==> config.mk <==
export PLATFORM = sky130hd
export DESIGN_NAME = cpu_trace_monitor
export DESIGN_NICKNAME = d
export VERILOG_FILES = /design/src/rtl/cpu_trace_monitor.sv
export SDC_FILE = /design/constraint.sdc
export NUM_CORES = 1
export LEC_CHECK = 0
export BUFFER_PORTS_ARGS = -buffer_cell sky130_fd_sc_hd__clkbuf_2
export CORE_ASPECT_RATIO = 0.7
export CORE_UTILIZATION = 55
export CTS_CLUSTER_DIAMETER = 200
export DETAILED_ROUTE_END_ITERATION = 10
export PLACE_DENSITY = 0.86
export SYNTH_ARGS = -nofsm -noshare
export SYNTH_HDL_FRONTEND = slang
export SYNTH_SLANG_ARGS = --single-unit
==> constraint.sdc <==
create_clock -name clk -period 4.7 [get_ports clk]
set_input_delay 0.94 -clock clk [delete_from_list [all_inputs] [get_ports clk]]
set_output_delay 0.94 -clock clk [all_outputs]
set_load 0.01 [all_outputs]
==> src/rtl/cpu_trace_monitor.sv <==
// Run-time trace monitor: streams PC records while the CPU runs, then freezes it,
// dumps the register file and emits a final status record through one handshake slot.
module cpu_trace_monitor #(
   parameter int unsigned     DW         = 32,
   parameter int unsigned     NREG       = 32,
   parameter int unsigned     RSW        = 5,
   parameter logic [DW-1:0]   HALT_PC    = DW'(32'h0000_0048),
   parameter int unsigned     MAX_CYCLES = 1000,
   parameter bit              TRACE_EN   = 1'b1
) (
   input  logic            clk,
   input  logic            rstn,
   input  logic [DW-1:0]   pc,
   input  logic [DW-1:0]   instr,
   input  logic [DW-1:0]   reg_data,
   output logic [RSW-1:0]  reg_sel,
   output logic            cpu_hold,
   output logic            trace_valid,
   input  logic            trace_ready,
   output logic [1:0]      trace_tag,
   output logic [DW-1:0]   trace_data,
   output logic [DW-1:0]   trace_aux,
   output logic            done,
   output logic            timeout,
   output logic [15:0]     drop_cnt
);

   typedef enum logic [1:0] {
      ST_RUN,
      ST_DUMP,
      ST_STAT,
      ST_DONE
   } state_t;

   localparam logic [1:0] TAG_PC   = 2'b00;
   localparam logic [1:0] TAG_REG  = 2'b01;
   localparam logic [1:0] TAG_STAT = 2'b10;

   state_t           state;
   state_t           state_nxt;
   logic [31:0]      cycle_cnt;
   logic [RSW-1:0]   idx;

   logic             slot_free;
   logic             load;
   logic             drop;
   logic             idx_inc;
   logic             cyc_inc;
   logic             set_tmo;
   logic [1:0]       ld_tag;
   logic [DW-1:0]    ld_data;
   logic [DW-1:0]    ld_aux;

   // The slot may take a new record when empty or when its current record leaves this edge.
   assign slot_free = !trace_valid || trace_ready;

   assign cpu_hold = (state != ST_RUN);
   assign done     = (state == ST_DONE);
   assign reg_sel  = (state == ST_DUMP) ? idx : '0;

   always_ff @(posedge clk or negedge rstn) begin
      if (!rstn) begin
         state <= ST_RUN;
      end else begin
         state <= state_nxt;
      end
   end

   always_comb begin
      state_nxt = state;
      load      = 1'b0;
      drop      = 1'b0;
      idx_inc   = 1'b0;
      cyc_inc   = 1'b0;
      set_tmo   = 1'b0;
      ld_tag    = TAG_PC;
      ld_data   = '0;
      ld_aux    = '0;
      case (state)
         ST_RUN: begin
            if (TRACE_EN) begin
               if (slot_free) begin
                  load    = 1'b1;
                  ld_tag  = TAG_PC;
                  ld_data = pc;
                  ld_aux  = instr;
               end else begin
                  drop = 1'b1;
               end
            end
            // Halt takes priority; the counter freezes on the cycle the run ends.
            if (pc == HALT_PC) begin
               state_nxt = ST_DUMP;
            end else if (cycle_cnt == 32'(MAX_CYCLES - 1)) begin
               state_nxt = ST_DUMP;
               set_tmo   = 1'b1;
            end else begin
               cyc_inc = 1'b1;
            end
         end
         ST_DUMP: begin
            if (slot_free) begin
               load    = 1'b1;
               ld_tag  = TAG_REG;
               ld_data = (idx == '0) ? '0 : reg_data;
               ld_aux  = DW'(idx);
               idx_inc = 1'b1;
               if (idx == RSW'(NREG - 1)) begin
                  state_nxt = ST_STAT;
               end
            end
         end
         ST_STAT: begin
            if (slot_free) begin
               load            = 1'b1;
               ld_tag          = TAG_STAT;
               ld_data         = DW'(cycle_cnt);
               ld_aux[DW-1]    = timeout;
               ld_aux[15:0]    = drop_cnt;
               state_nxt       = ST_DONE;
            end
         end
         default: begin
         end
      endcase
   end

   always_ff @(posedge clk or negedge rstn) begin
      if (!rstn) begin
         cycle_cnt <= '0;
         idx       <= '0;
         drop_cnt  <= '0;
         timeout   <= 1'b0;
      end else begin
         if (cyc_inc) begin
            cycle_cnt <= cycle_cnt + 32'd1;
         end
         if (idx_inc) begin
            idx <= idx + RSW'(1);
         end
         if (drop && (drop_cnt != 16'hFFFF)) begin
            drop_cnt <= drop_cnt + 16'd1;
         end
         if (set_tmo) begin
            timeout <= 1'b1;
         end
      end
   end

   always_ff @(posedge clk or negedge rstn) begin
      if (!rstn) begin
         trace_valid <= 1'b0;
         trace_tag   <= '0;
         trace_data  <= '0;
         trace_aux   <= '0;
      end else if (load) begin
         trace_valid <= 1'b1;
         trace_tag   <= ld_tag;
         trace_data  <= ld_data;
         trace_aux   <= ld_aux;
      end else if (trace_valid && trace_ready) begin
         trace_valid <= 1'b0;
      end
   end

endmodule

# == Yosys cells after proc, flatten, opt, wreduce, memory -nomap -nowiden ==
# Index checks and enable logic that the tools add are counted.
# op_classes
add_sub_neg,3
eq_ne,11
muxes,35
reduce_logical,11
# ops
cell,count
2-to-1 mux 32 bit,5
case mux 32 bit (3 select lines),1
case mux 16 bit (3 select lines),1
adder 32 x 1 -> 32 bit (second input constant),1
equality test 32 x 10 -> 1 bit (second input constant),1
equality test 32 x 7 -> 1 bit (second input constant),1
case mux 15 bit (2 select lines),1
adder 16 x 1 -> 16 bit (second input constant),1
2-to-1 mux 16 bit,1
!= test 16 bit (second input constant),1
2-to-1 mux 1 bit,15
2-to-1 mux 2 bit,6
2-to-1 mux 5 bit,2
case mux 2 bit (3 select lines),1
adder 5 x 1 -> 5 bit (second input constant),1
equality test 5 bit (second input constant),1
logical NOT 5 bit,1
AND reduction 5 bit,1
equality test 2 bit (second input constant),2
!= test 2 bit (second input constant),2
case mux 2 bit (2 select lines),1
nonzero test 2 bit,2
!= test 3 bit (second input constant),1
case mux 1 bit (3 select lines),1
other kinds (8),9
# totals
reg_bits,123
out_inout_bits,91
wordCells,69

# == Logic depth before layout (Yosys ltp) ==
# Gate-level depths: netlist (run 1).
# logic_depth
depth_word,5
mapped_depth,9
mapped_depth_nobuf,7

# == Worst setup path before layout (run 1) ==
# OpenSTA, ideal clock, no wires.
# synth_path
path_kind,in2reg
startpoint,in pc[13]
endpoint,reg state[1]
t_arrival_ps,2464
t_required_ps,4575
setup_slack_ps,2111
stages,7
path_buffers,1
path_cell_list,nor4_1 > nand4_1 > o21a_1 > nor2b_1 > buf_6 > or3_4 > mux2_4
# synth_via
elab_chain_len,3
elab_cells_between_ends,5
# synth_lines
item,line,text
start: declaration,13,"input logic [DW-1:0] pc,"
equality test 32 x 7 -> 1 bit (*),92,if (pc == HALT_PC) begin
!= test 3 bit (no source line) or 2-to-1 mux 2 bit (tied branches),n/a,
AND reduction 5 bit (no source line) or case mux 2 bit (3 select lines) (tied branches),n/a,
end signal: assignment,65,state <= state_nxt;
end: declaration,39,state_t state;
# Every way passes the cells marked *; elsewhere a longest branch is shown, timed or not.
# A chain may end at the register's enable or synchronous reset.

# == Final worst setup path (run 1) ==
# layout_path
startpoint,reg state[0]
endpoint,reg cycle_cnt[9]
# layout_via
elab_chain_len,2
# layout_lines
item,line,text
logical NOT 2 bit,79,case (state)
2-to-1 mux 1 bit,79,
end signal: assignment,136,cycle_cnt <= cycle_cnt + 32'd1;
end: declaration,41,logic [31:0] cycle_cnt;
# No other way between the ends.

==> results of run 1 <==
[how the worst min path moves through the flow]
stage | slack [ns] | startpoint | depth (start not counted) | to
final | 0.46 | trace_aux[20]$_DFFE_PN0P_ | 2 | trace_aux[20]$_DFFE_PN0P_
after global routing | 0.48 | trace_aux[17]$_DFFE_PN0P_ | 2 | trace_aux[17]$_DFFE_PN0P_
after CTS | 0.47 | trace_aux[20]$_DFFE_PN0P_ | 2 | trace_aux[20]$_DFFE_PN0P_
after detailed placement | 0.46 | trace_aux[20]$_DFFE_PN0P_ | 2 | trace_aux[20]$_DFFE_PN0P_
after global placement | 0.45 | trace_aux[21]$_DFFE_PN0P_ | 2 | trace_aux[21]$_DFFE_PN0P_
after floorplan | 0.46 | cycle_cnt[9]$_DFFE_PN0P_ | 1 | cycle_cnt[9]$_DFFE_PN0P_
[cells in the mapped netlist, drive strengths merged]
| cell type | n | area [um^2] |
|---|---|---|
| a21o | 3 | 23.8 |
| a21oi | 35 | 175 |
| a221o | 3 | 30.0 |
| a221oi | 45 | 394 |
| a222oi | 1 | 10.0 |
| and2 | 8 | 50.1 |
| and3 | 14 | 88.8 |
| and4 | 3 | 26.3 |
| buf | 4 | 25.0 |
| clkbuf | 30 | 113 |
| dfrtp | 123 | 3080 |
| ha | 10 | 125 |
| inv | 8 | 30.0 |
| mux2 | 2 | 26.3 |
| mux2i | 1 | 10.0 |
| nand2 | 103 | 387 |
| nand2b | 3 | 18.8 |
| nand3 | 29 | 145 |
| nand3b | 1 | 11.3 |
| nand4 | 15 | 93.8 |
| nor2 | 59 | 221 |
| nor2b | 3 | 18.8 |
| nor3 | 16 | 85.1 |
| nor4 | 17 | 144 |
| nor4bb | 1 | 10.0 |
| o21a | 1 | 7.51 |
| o21ai | 6 | 30.0 |
| o41a | 1 | 11.3 |
| or2 | 1 | 6.26 |
| or3 | 1 | 11.3 |
| or4 | 1 | 7.51 |
| xnor2 | 30 | 263 |
| xor2 | 19 | 166 |
[worst register-to-register path: stages (launching register included)]
cell and delay, ns:
dfrtp_1 0.42, inv_1 0.13, ha_2 0.68, o21a_1 0.29, nand2b_1 0.43, or4_1 0.68
xnor2_1 0.14
[report_power, final]
part	switching [uW]	internal [uW]	leakage (uW)	total [uW]
combinational	1120	668	0.00189	1790
clock	450	901	0.000303	1350
sequential	245	1400	0.00158	1640
total	1820	2970	0.00377	4780
[per-stage QoR]
step | setup WS, ns | power (uW)
2_1_floorplan | 2.11 | 2710
3_3_place_gp | 1.62 | 3330
3_5_place_dp | 1.59 | 3410
4_1_cts | 1.85 | 4770
5_1_grt | 1.64 | 5050
6_report | 1.82 | 4780
[sequential cells by signal, summed over array words and instances, names as in the netlist]
signal       cells
drop_cnt        16
idx              5
trace_aux       32
state            2
trace_tag        2
trace_valid      1
cycle_cnt       32
timeout          1
trace_data      32
[final cells by class]
type	instances	area, um^2
clock buffers	25	505
clock inverters	6	109
fillers	765	2830
inverters	8	30.0
multi-input cells	432	2610
flip-flops and latches	123	3080
well taps	132	165
repair buffers	195	993
[layout by cell type, fill, tap and decap left out, drive strengths merged]
master  Yosys  routed
a21o        3       3
a21oi      35      35
a221o       3       3
a221oi     45      45
a222oi      1       1
and2        8       8
and3       14      14
and4        3       3
buf         4       7
bufinv      0       3
clkbuf     30     213
clkinv      0       3
dfrtp     123     123
ha         10      10
inv         8       8
mux2        2       2
mux2i       1       1
nand2     103     103
nand2b      3       3
nand3      29      29
nand3b      1       1
nand4      15      15
nor2       59      59
nor2b       3       3
nor3       16      16
nor4       17      17
nor4bb      1       1
o21a        1       1
o21ai       6       6
o41a        1       1
or2         1       1
or3         1       1
or4         1       1
xnor2      30      30
xor2       19      19
[logic make-up after synthesis]
family / Yosys count / synth area share, %
muxes: 3 / 0.621
and+or+nand+nor: 275 / 22.7
adders and majority gates: 10 / 2.14
DFF: 123 / 52.7
xor gates and xnor gates: 49 / 7.34
buffers and inverters: 42 / 2.87
AOI/OAI and AO/OA: 95 / 11.7
[metal layers]
layer	share of wire [%]	global-route usage [%]	vias to the layer above
li1	-	-	2485
met1	46	47.1	2700
met2	44	47.6	267
met3	8.6	7.86	20
met4	1.3	12.0	0
met5	0	0	-
==> impl_metrics.toml, run 1 <==
[status]
status = "finished, violations left"
violations = "DRC"

[timing]
max-slew-margin-rel_pct = 2.54
min_period_ns = 2.88
skew_ns = 0.0130
clock.fmax_mhz = 347
setup_tns_ns = 0
hold-worst-slack_ns = 0.462
hold_viol = 0
rsz0062_at_grt = "no"
drv_slew = 0
tightestPinTransition_ns = 1.46
post-route-period-util_pct = 61.3
setup_viol = 0

[worst_setup_path]
required_ns = 5.00
r2r_cells = 6
critical_path.max_fanout = 36
r2r-end = "cycle_cnt[9]$_DFFE_PN0P_"
arrival_ns = 3.18
path_buf_inv = 1
crit_path_max_incr_delay_ns = 0.68
critPathKind = "reg2reg"
startpoint_type = "register"
critical_path.top_delay_family = "simple AND/OR/NAND/NOR gates"
reg2reg_from = "state[0]$_DFFE_PN0P_"
path_cells = "inv_1 -> ha_2 -> o21a_1 -> nand2b_1 -> or4_1 -> xnor2_1"
cp_num_cells = 6
r2r_slack_ns = 1.82
crit_end = "cycle_cnt[9]$_DFFE_PN0P_"
startpoint = "state[0]$_DFFE_PN0P_"
critPathSlowestCell = "ha_2"
worst_setup_path_end_kind = "register"

[placement]
gp_congestion = 0.928
dp_cells = 890
dp_hpwl_mm = 12.3
placed_area_um2 = 6880
port_buffers = 189

[cells_and_area]
finalInstanceArea_um2 = 7490
final_util_pct = 72.6
drive_gt1_share_pct = 30.4
fin_nets = 886
syn2layout_area_growth_pct = 28.2
antenna_cells = 0
final_cells = 921

[floorplan]
die_y_um = 88.2
start_util_pct = 56.6
num_rows = 31
io-pin-count = 190
chipWidth_um = 125
dieArea_um2 = 11000
coreArea_um2 = 10300

[clock_tree]
ctsLongestPathBuffers = 2
clkTransAtPathRegs_ns = 0.05
cts_root_buf = "clkbuf_16"
clock_sinks = 123
clk_latency_ns = 0.41
cts_tree = "done"
post_cts_buffers = 0
htree_num_levels = 4
cts_hold_buf = 0
cts_resized = 0
cts_buffers = 17

[route]
drtIter0Drc = 376
wirelength_mm = 17.4
vias = 5472
viasPerCell = 5.94
wire_per_inst_um = 18.9
drt_drc_violations_left = 32
ant_nets = 0
drt_pass1_iterations = 8

[logic_synthesis]
synth.net_count = 706
synth_cell_types = 40
ys_ff_latch = 123
synth_cells = 597
yosys_warnings = 0
synth_area_per_cell_um2 = 9.79
ys_seq_area_share_pct = 52.7
synth_area_um2 = 5840

[grt]
grt_max_degree = 57
grt_use_total_pct = 32.4
antenna_found_initial = 0
grt_pass1_vias = 5143
grt_pass1_wl_mm = 27.0
grt_remaining_overflow = 0

[power]
peakVddDrop_uv = 469
power_density_nw_per_um2 = 639
p_leak_uw = 0.00377

[flow_run]
maxCapViolCount = 0

[min_path]
holdCritPathClass = "reg2reg"
Power figures use the tool's default switching activity.
==> inputs of run 2 (changes only) <==
Settings changed: CORE_UTILIZATION 55 to 46, PLACE_DENSITY 0.86 to 0.76.
Clock period 4.7 ns to 2.6 ns, I/O delays scaled along.
==> impl_metrics.toml, run 2 (same netlist as run 1, synthesis figures left out) <==
[status]
status = "finished, final reports clean"

[timing]
max-slew-margin-rel_pct = 59.8
setup_slack_ns = 0.276
drv_slew = 0
rsz0062_at_grt = "no"
skew_ns = 0.00884
min_period_ns = 2.32
tightestPinTransition_ns = 0.601
setup_tns_ns = 0
clock.fmax_mhz = 430
setup_viol = 0
post-route-period-util_pct = 89.4
hold_viol = 0

[worst_setup_path]
worst_setup_path_end_kind = "register"
arrival_ns = 2.66
critPathKind = "reg2reg"
crit_path_max_incr_delay_ns = 0.44
crit_top_cell = "nor4_2"
startpoint_type = "register"
path_buf_inv = 0
required_ns = 2.94
critical_path.max_fanout = 7
critical_path.top_delay_family = "simple AND/OR/NAND/NOR gates"
critPathSlowestCell = "dfrtp_1"
path_cells = "ha_1 -> and4_1 -> nand4_1 -> nor4_2 -> nand3b_2 -> nor4_2 -> xor2_1"

[route]
wire_per_inst_um = 18.1
drt_pass1_iterations = 5
viasPerCell = 5.63
top_layer_used = "met4"
met2_length_mm = 7.70
wl_met1_mm = 8.09
drtIter0Drc = 363
dr_wl_met3_mm = 1.59
wirelength_mm = 17.6
drt_drc_violations_left = 0
ant_nets = 0
vias = 5454

[clock_tree]
post_cts_buffers = 0
cts_root_buf = "clkbuf_16"
clock_sinks = 123
ctsLongestPathBuffers = 2
cts_buffers = 17
cts_tree = "done"
clk_latency_ns = 0.41
clkTransAtPathRegs_ns = 0.06
cts_resized = 0
htree_num_levels = 4

[cells_and_area]
final_common_cell = "clkbuf_2"
final_cell_mix = "clkbuf_2, dfrtp_1, nand2_1, nor2_1, a221oi_1"
reg_top3 = "cycle_cnt (32), trace_aux (32), trace_data (32)"
antenna_cells = 0
fin_nets = 904
drive_gt1_share_pct = 32.1
finalInstanceArea_um2 = 7690
syn2layout_area_growth_pct = 31.7
final_cells = 969

[flow_run]
maxCapViolCount = 0

[placement]
dp_hpwl_mm = 12.8
dp_slack_ns = 0.166
placed_area_um2 = 7090
port_buffers = 189
gp_congestion = 0.892
dp_cells = 937

[grt]
grt_max_degree = 50
antenna_found_initial = 0
grt_remaining_overflow = 0
grt_pass1_vias = 4914
grt_pass1_wl_mm = 26.5
grt_use_total_pct = 27.2

[floorplan]
start_util_pct = 47.0
coreArea_um2 = 12400
io-pin-count = 190
chipWidth_um = 137
dieArea_um2 = 13200
die_y_um = 96.3
num_rows = 34

[min_path]
holdCritPathClass = "in2reg"

[power]
p_leak_uw = 0.00386
power_density_nw_per_um2 = 1140
peakVddDrop_uv = 599
-- run 2: changes by cell type in the layout (fill, tap and decap cells not counted) --
cell           before  now
buf_12              0    4
buf_4               7   20
clkbuf_1            3    1
clkbuf_8            5    1
clkinv_2            2    4
clkinvlp_4          0    4
dlygate4sd3_1       0    1
-- run 2: per-stage QoR --
step / total power [uW] / hold WS, ns / utilization, %
2_1_floorplan: 4910 / 0.224 / -
5_1_grt: 9330 / 0.324 / 61.9
3_3_place_gp: 6280 / 0.421 / 57.1
3_5_place_dp: 6420 / 0.423 / 57.1
6_report: 8750 / 0.330 / 61.9
4_1_cts: 8800 / 0.317 / 61.9
-- run 2: worst reg2reg max path, stage by stage (launching register included) --
cell,delay (ns)
dfrtp_1,0.44
ha_1,0.26
and4_1,0.27
nand4_1,0.18
nor4_2,0.35
nand3b_2,0.25
nor4_2,0.34
xor2_1,0.16
-- run 2: final timing paths --
path                       cells past startpoint                       from                         end  slack (ns)
hold reg to reg                                2  trace_aux[28]$_DFFE_PN0P_   trace_aux[28]$_DFFE_PN0P_        0.47
setup reg to reg                               7   cycle_cnt[0]$_DFFE_PN0P_   cycle_cnt[28]$_DFFE_PN0P_        0.28
max in group asynchronous                      3                       rstn     drop_cnt[3]$_DFFE_PN0P_        1.37
hold / removal                                 3               reg_data[28]  trace_data[28]$_DFFE_PN0P_        0.33
setup / recovery                               7   cycle_cnt[0]$_DFFE_PN0P_   cycle_cnt[28]$_DFFE_PN0P_        0.28
min in group asynchronous                      2                       rstn   trace_data[0]$_DFFE_PN0P_        0.54
-- run 2: report_power, final --
group          switching (uW)  total, uW  internal [uW]
Sequential                447       2970           2520
Clock                     849       2370           1520
Combinational            2050       3410           1360
Total                    3350       8750           5400
-- run 2: layout make-up --
type,instances,area (um^2)
clock buffers,19,443
clock inverters,12,149
fillers,1021,4730
inverters,8,30.0
multi-input cells,432,2610
flip-flops and latches,123,3080
well taps,162,203
repair buffers,213,1180
-- run 2: routing by layer --
layer	up-vias	GRT usage, %
met5	-	0
met4	0	6.48
met3	16	7.42
met2	293	39.8
met1	2624	39.8
li1	2521	-
-- run 2: repair_timing --
item	4_1_cts	5_1_grt
setup endpoints to repair	0	0
hold buffers	1	0
hold endpoints to repair	18	0
==> inputs of run 3 (changes only) <==
Settings changed: CORE_ASPECT_RATIO 0.7 to 0.8, MAX_ROUTING_LAYER set to met4.
==> impl_metrics.toml, run 3 (same netlist as run 1, synthesis figures left out) <==
[power]
switching_share_pct = 37.2
p_leak_uw = 0.00388
internal_power_uw = 5540
seqPwrFrac_pct = 33.6
power_frac_comb_pct = 38.2
peakVddDrop_uv = 682
switching_power_uw = 3280
power_density_nw_per_um2 = 1140
pwr-share-clk_pct = 28.2

[clock_tree]
clkTransAtPathRegs_ns = 0.05
cts_tree = "done"
htree_num_levels = 4
cts_resized = 0
clk_latency_ns = 0.41
cts_buffers = 17
cts_root_buf = "clkbuf_16"
post_cts_buffers = 0
ctsLongestPathBuffers = 2
clock_sinks = 123

[flow_run]
maxCapViolCount = 0

[route]
drt_pass1_iterations = 5
wire_per_inst_um = 17.5
vias = 5457
ant_nets = 0
drt_drc_violations_left = 0
drtIter0Drc = 249
viasPerCell = 5.58
wirelength_mm = 17.1

[floorplan]
die_y_um = 103
chipWidth_um = 128
coreArea_um2 = 12300
num_rows = 36
start_util_pct = 47.5
io-pin-count = 190
dieArea_um2 = 13200

[cells_and_area]
drive_gt1_share_pct = 32.0
area.sequential_um2 = 3080
syn2layout_area_growth_pct = 32.2
fillers = 1020
final_common_cell = "clkbuf_2"
antenna_cells = 0
reg_top3 = "cycle_cnt (32), trace_aux (32), trace_data (32)"
fin_nets = 903
multiInputGateArea_um2 = 2610
final_cell_mix = "clkbuf_2, dfrtp_1, nand2_1, nor2_1, a221oi_1"
final_cells = 978

[worst_setup_path]
r2r-end = "cycle_cnt[28]$_DFFE_PN0P_"
reg2reg_from = "cycle_cnt[0]$_DFFE_PN0P_"
startpoint_type = "register"
critical_path.max_fanout = 33
worst_setup_path_end_kind = "output port"
required_ns = 2.08
r2r_cells = 7
critPathKind = "reg2out"
arrival_ns = 1.76
r2r_slack_ns = 0.32

[min_path]
holdCritPathClass = "in2reg"
hold_depth = 3
min_to = "trace_data[12]$_DFFE_PN0P_"
worstHoldStart = "reg_data[12]"

[placement]
dp_slack_ns = 0.158
port_buffers = 189
dp_hpwl_mm = 12.5
dp_cells = 945
gp_congestion = 0.935

[timing]
setup_slack_ns = 0.318
post-route-period-util_pct = 87.8
skew_ns = 0.00577
hold_viol = 0
max-slew-margin-rel_pct = 61.5
rsz0062_at_grt = "no"
drv_slew = 0
setup_viol = 0
clock.fmax_mhz = 438
setup_tns_ns = 0
min_period_ns = 2.28
tightestPinTransition_ns = 0.578

[grt]
grt_pass1_vias = 5080
antenna_found_initial = 0
grt_max_degree = 56
grt_use_total_pct = 27.9
grt_pass1_wl_mm = 26.8
grt_remaining_overflow = 0

[status]
status = "finished, final reports clean"
## run 3: cell types whose count changed in the layout (fill, tap and decap cells not counted), sizes merged
cell / previous run / this run
clkinv: 5 / 3
clkinvlp: 4 / 0
clkbuf: 207 / 214
buf: 24 / 23
## run 3: area by class of cell
cell class | count | share of cell area (%)
clock buffer | 26 | 6.85
clock inverter | 6 | 1.36
inverter | 8 | 0.389
sequential | 123 | 39.8
timing repair buffer | 212 | 15.0
multi-input combinational | 432 | 33.8
tap | 171 | 2.77
## run 3: worst max-delay path by stage
stage / from / to / slack, ns / cells after the start
after floorplan: pc[13] / state[1]$_DFFE_PN0P_ / 0.43 / 7
after global placement: pc[15] / state[1]$_DFFE_PN0P_ / 0.19 / 7
after detailed placement: pc[7] / state[1]$_DFFE_PN0P_ / 0.16 / 8
after CTS: state[0]$_DFFE_PN0P_ / cpu_hold / 0.28 / 5
after global routing: state[0]$_DFFE_PN0P_ / cpu_hold / 0.16 / 5
final: state[0]$_DFFE_PN0P_ / cpu_hold / 0.32 / 5
## run 3: what timing repair did
item,4_1_cts,5_1_grt
hold buffers,1,0
setup endpoints to repair,0,0
hold endpoints to repair,19,0
## run 3: worst max-delay path, stage by stage (launching register included)
cell      delay [ns]
dfrtp_1         0.42
inv_1           0.12
ha_2            0.25
buf_4           0.35
inv_1           0.07
clkbuf_2        0.13
## run 3: layer usage
layer	part of all wire, %	track usage [%]
met2	45	40.6
met5	0	-
met1	46	38.0
met3	7.3	7.11
met4	1.6	9.95
## run 3: through the flow
stage,instance area (um^2),hold slack (ns),utilization [%],power (uW)
finish,7730,0.323,62.8,8810
global route,7730,0.320,62.8,9370
CTS,7730,0.310,62.8,8870
detailed placement,7080,0.426,57.6,6350
global placement,7080,0.422,57.6,6210
floorplan,5840,0.224,-,4910
## run 3: power by group through the flow
stage	registers, uW	clock network [uW]	logic, uW
floorplan	3150	0	1760
global placement	2950	0	3270
detailed placement	2970	0	3380
CTS	2950	2530	3390
global route	3040	2620	3710
finish	2960	2490	3360
